===== src/rtl/seq_magnitude_comparator.sv =====
// seq_magnitude_comparator
//   Multi-cycle magnitude comparator. Operands are walked DIGIT bits per
//   cycle, most significant slice first, and compared as unsigned slices.
//   Signed compares reuse the unsigned datapath by flipping the sign bit
//   of both operands at load time.
//
//   Build option:
//     CMP_EARLY_EXIT_EN  defined   -> the first differing slice ends the
//                                     compare at once.
//                        undefined -> the first differing slice latches
//                                     the decision. The compare always
//                                     runs all N slices, so latency does
//                                     not depend on the data.
//
// Ports
//   clk          clock, rising edge
//   rst          synchronous active-high reset
//   start        request; A, B and signed_mode are sampled when it is accepted
//   A, B         operands, WIDTH bits
//   signed_mode  1 = two's-complement compare, 0 = unsigned compare
//   busy         high while a compare is in progress
//   done         one-cycle pulse; the result is valid
//   AGB/AEB/ALB  result (A>B, A=B, A<B); holds until the next accepted start
module seq_magnitude_comparator #(
  parameter int WIDTH = 16,
  parameter int DIGIT = 4
) (
  input  logic             clk,
  input  logic             rst,
  input  logic             start,
  input  logic [WIDTH-1:0] A,
  input  logic [WIDTH-1:0] B,
  input  logic             signed_mode,
  output logic             busy,
  output logic             done,
  output logic             AGB,
  output logic             AEB,
  output logic             ALB
);

  localparam int N  = WIDTH / DIGIT;
  localparam int IW = (N > 1) ? $clog2(N) : 1;
  localparam logic [IW-1:0] LAST = IW'(N - 1);

  localparam logic [1:0] IDLE    = 2'd0;
  localparam logic [1:0] COMPARE = 2'd1;
  localparam logic [1:0] DONE    = 2'd2;

  logic [1:0]       state;
  logic [IW-1:0]    idx;
  // The operands shift left one slice per cycle, so the slice under test
  // is always the top DIGIT bits.
  logic [WIDTH-1:0] a_sh, b_sh;
  logic [DIGIT-1:0] sa, sb;
  logic             accept;

  assign sa     = a_sh[WIDTH-1 -: DIGIT];
  assign sb     = b_sh[WIDTH-1 -: DIGIT];
  assign accept = start && (state == IDLE || state == DONE);
  assign busy   = (state == COMPARE);
  assign done   = (state == DONE);

`ifndef CMP_EARLY_EXIT_EN
  // Decision latched by the first differing slice. Later slices only matter
  // while both flags are still clear.
  logic dgt, dlt;
  logic gt_n, lt_n;

  always_comb begin
    gt_n = dgt;
    lt_n = dlt;
    if (!dgt && !dlt) begin
      gt_n = (sa > sb);
      lt_n = (sa < sb);
    end
  end
`endif

  always_ff @(posedge clk) begin
    if (rst) begin
      state <= IDLE;
      idx   <= '0;
      a_sh  <= '0;
      b_sh  <= '0;
      AGB   <= 1'b0;
      AEB   <= 1'b0;
      ALB   <= 1'b0;
`ifndef CMP_EARLY_EXIT_EN
      dgt   <= 1'b0;
      dlt   <= 1'b0;
`endif
    end else if (accept) begin
      // Inverting the MSB maps two's-complement order onto unsigned order.
      a_sh  <= {A[WIDTH-1] ^ signed_mode, A[WIDTH-2:0]};
      b_sh  <= {B[WIDTH-1] ^ signed_mode, B[WIDTH-2:0]};
      idx   <= '0;
      AGB   <= 1'b0;
      AEB   <= 1'b0;
      ALB   <= 1'b0;
      state <= COMPARE;
`ifndef CMP_EARLY_EXIT_EN
      dgt   <= 1'b0;
      dlt   <= 1'b0;
`endif
    end else begin
      case (state)
        COMPARE: begin
          idx  <= idx + 1'b1;
          a_sh <= a_sh << DIGIT;
          b_sh <= b_sh << DIGIT;
`ifdef CMP_EARLY_EXIT_EN
          if (sa > sb) begin
            AGB   <= 1'b1;
            state <= DONE;
          end else if (sa < sb) begin
            ALB   <= 1'b1;
            state <= DONE;
          end else if (idx == LAST) begin
            AEB   <= 1'b1;
            state <= DONE;
          end
`else
          dgt <= gt_n;
          dlt <= lt_n;
          if (idx == LAST) begin
            AGB   <= gt_n;
            ALB   <= lt_n;
            AEB   <= !gt_n && !lt_n;
            state <= DONE;
          end
`endif
        end
        DONE:    state <= IDLE;
        default: state <= IDLE;
      endcase
    end
  end

endmodule


===== config.mk =====
export PLATFORM = sky130hd
export DESIGN_NAME = seq_magnitude_comparator
export DESIGN_NICKNAME = d
export VERILOG_FILES = /design/src/rtl/seq_magnitude_comparator.sv
export SDC_FILE = /design/constraint.sdc
export NUM_CORES = 1
export LEC_CHECK = 0
export CAP_MARGIN = 20
export CORE_MARGIN = 5
export CORE_UTILIZATION = 52
export CTS_CLUSTER_DIAMETER = 40
export DETAILED_ROUTE_END_ITERATION = 10
export PLACE_DENSITY = 0.83
export SLEW_MARGIN = 20
export SYNTH_ARGS = -nofsm -noshare
export SYNTH_HDL_FRONTEND = slang
export SYNTH_SLANG_ARGS = --single-unit

===== constraint.sdc =====
create_clock -name clk -period 4.1 [get_ports clk]
set_clock_uncertainty 0.2 [all_clocks]
set_input_delay 1.025 -clock clk [delete_from_list [all_inputs] [get_ports clk]]
set_output_delay 1.025 -clock clk [all_outputs]
set_load 0.01 [all_outputs]

==> results.md <==
* Status: finished clean
* Worst Hold Path EP: b_sh[14]$_SDFFE_PP0P_
* Worst setup SP type: flop
* Worst hold start: b_sh[14]$_SDFFE_PP0P_
* RSZ-0062 raised after global routing: false
* F_max at 0.325 GHz
* VDD IR max at 0.267 mV
* Cell area after synthesis at 0.00174 sq mm
* Total power at 0.000802 W
* Fin area at 0.00219 sq mm
* Core Rows at 21
* DR vias/cell at 5.43
* Setup Total Neg Slack at 0 ns
* Syn_area_per_cell at 9.07 sq um
* DR pass1 iterations at 4
* Crit-path cells: and2b_4 > clkdlybuf4s50_1
* Max Cap Viol at 0
* Synth async-reset ratio at 0
* CP required at 2.87 ns
* Final #Nets at 268
* Final Hold Fails at 0
* P per Cell Area at 366 mW/mm^2
* Worst slew pin tran at 0.721 ns
* Leakage power at 0.800 nW
* Max incr delay on CP at 0.62 ns
* Period utilization at 0.751
* Syn Nets at 233
* CTS Hold Bufs at 0
* Setup violations, final at 0
* Clock buffer depth at 2
* Sw Ratio at 0.261
* #FFs+latches synth at 41
* Slew headroom at 0.518
* RR Endpoint: b_sh[5]$_SDFFE_PP0P_
* Io pins at 41
* Sequential Power Share at 0.544
* Hold Path Class: flop to flop
* GRT overflow at 0
* Yosys Warn Count at 0
* R2R depth at 4
* Vert. Die Dim at 67.9 microns
* Seq/Total Area, Yosys at 0.471
* Initial cell density of the core at 0.530
* Port bufs at 40
* DIE AREA at 0.00461 sq mm
* Routed via count at 1,487
* Slew Limit Fails at 0
* CTS tree: yes
* Pin count of the biggest net entering global routing at 35
* CP Class: flop to output port
* CP endpoint kind: output port
* Total GRT Usage at 0.165
* Layout cells sized above 1 at 0.0658
* Top_reg_cell synth: dfxtp_1
* First-pass GRT wire length at 5840 microns
* P_int at 0.000593 W
* Worst-skew pair later-pin latency at 0.34 ns
* Drt wl/cell at 12.8 microns
* CTS Root Cell: clkbuf_4
* Cells after synthesis at 192
* Register-to-register setup slack at 2.29 ns
* Unique masters post-synth at 34
* Crit path DAT at 1.85 ns
* PostCTS Resize Cnt at 0
* Initial antenna violation count at 0
* Clock network power share at 0.281
* EDFF count, synth at 0
* Sw Pwr at 0.000210 W
* Placeable Area at 0.00328 sq mm
* Total wire length at 3500 microns
* Ant diodes at 0
* DP Area at 0.00212 sq mm
* DRC at 0
* CP max-delay cell: clkdlybuf4s50_1
* DP HPWL at 2350 microns
* Initial DRC count at 103
* Num CTS Buffers at 5
* Comb pwr share at 0.175
* Minimum clock period at 3.08 ns
* Routability cong. at 0.730
* Antenna viol nets, final at 0
* Worst hold stages at 2
* # Post-CTS Setup Buffers at 0
* Crit path max fanout at 32
* H-tree depth at 2
* Reg clk slew, reported paths at 0.11 ns
* Number of global-route vias before repair at 1,355
* Die width at 67.9 microns
* R2r startpoint: state[1]$_SDFFE_PP0P_
* Area delta synth->final at 25.9%
* Num Clock Sinks at 41
## layer usage
| layer | wire [microns] | global-route usage | vias up | part of all wire |
|---|---|---|---|---|
| met3 | 188 | 0.0427 | 8 | 0.054 |
| met1 | 1510 | 0.203 | 683 | 0.43 |
| met2 | 1750 | 0.279 | 38 | 0.50 |
| li1 | - | - | 758 | - |
| met5 | 0 | 0 | - | 0 |
| met4 | 51 | 0.0571 | 0 | 0.015 |
## critical path, delay by kind of cell (launching register included)
family | cells | cell delay [ns]
DFF | 1 | 0.42
buffers and inverters | 1 | 0.62
and+or+nand+nor | 1 | 0.46
## cells in the mapped netlist (all sizes together), types with 3 or more instances
cell type,count,share of area
buf,11,0.048
dfxtp,41,0.47
a22oi,30,0.13
o21ai,4,0.011
inv,4,0.0086
clkbuf,3,0.0065
ha,5,0.036
nor2,15,0.038
nand3b,3,0.013
nand2b,3,0.011
nor2b,3,0.011
a21oi,25,0.072
nand2,26,0.056
## power by group through the flow
| stage | logic (W) | registers, W | clock network [W] |
|---|---|---|---|
| global route | 0.000157 | 0.000441 | 0.000246 |
| floorplan | 0.0000960 | 0.000442 | 0 |
| detailed placement | 0.000140 | 0.000446 | 0 |
| global placement | 0.000137 | 0.000445 | 0 |
| finish | 0.000141 | 0.000436 | 0.000225 |
| CTS | 0.000141 | 0.000436 | 0.000231 |
## cells in the final DEF, fill, tap and decap left out, drive strengths merged, types with 2 or more instances in the layout
cell type      netlist  final
dfxtp               41     41
a211oi               2      2
clkdlybuf4s50        0     40
nand3b               3      3
mux2i                2      2
nor2b                3      3
and2b                2      2
ha                   5      5
nand2b               3      3
o21ai                4      4
inv                  4      4
a21oi               25     25
nor2                15     15
clkbuf               3      7
nand2               26     26
nor3                 2      2
xor2                 2      2
buf                 11      2
a22oi               30     30
## sequential cells by signal (all words and copies together) (netlist names)
| signal | flops |
|---|---|
| state | 2 |
| b_sh | 16 |
| ALB | 1 |
| AGB | 1 |
| a_sh | 16 |
| dgt | 1 |
| AEB | 1 |
| dlt | 1 |
| idx | 2 |
## worst max path at each step
stage | startpoint | to | slack (ns) | cells past startpoint
after floorplan | start | a_sh[0]$_SDFFE_PP0P_ | 2.10 | 5
after global placement | start | b_sh[12]$_SDFFE_PP0P_ | 1.16 | 6
after detailed placement | start | b_sh[5]$_SDFFE_PP0P_ | 1.13 | 6
after CTS | state[0]$_SDFFE_PP0P_ | busy | 1.00 | 2
after global routing | state[0]$_SDFFE_PP0P_ | busy | 0.90 | 2
final | state[0]$_SDFFE_PP0P_ | busy | 1.02 | 2
## cells by family (layout without fill, tap and decap cells)
| logic type | after synthesis | after routing | synth area share |
|---|---|---|---|
| buffers and inverters | 18 | 54 | 0.0632 |
| muxes | 2 | 2 | 0.0115 |
| adders and majority gates | 5 | 5 | 0.0359 |
| xor gates and xnor gates | 3 | 3 | 0.0151 |
| DFF | 41 | 41 | 0.471 |
| and+or+nand+nor | 57 | 57 | 0.156 |
| AOI/OAI and AO/OA | 66 | 66 | 0.247 |
## through the flow
stage	util	instances	hold WS, ns	setup WS (ns)
after floorplan	-	192	0.236	2.10
after global placement	0.646	266	0.242	1.16
after detailed placement	0.646	266	0.246	1.13
after CTS	0.667	274	0.262	1.00
after global routing	0.667	274	0.279	0.899
final	0.667	274	0.261	1.02
## cell type report
| type | instances | area [sq um] |
|---|---|---|
| multi-input combinational | 133 | 813 |
| tap | 46 | 57.6 |
| sequential | 41 | 821 |
| timing repair buffer | 42 | 415 |
| clock buffer | 7 | 65.1 |
| clock inverter | 1 | 5.00 |
| fill | 293 | 1090 |
| inverter | 4 | 15.0 |
Power figures use the tool's default switching activity.
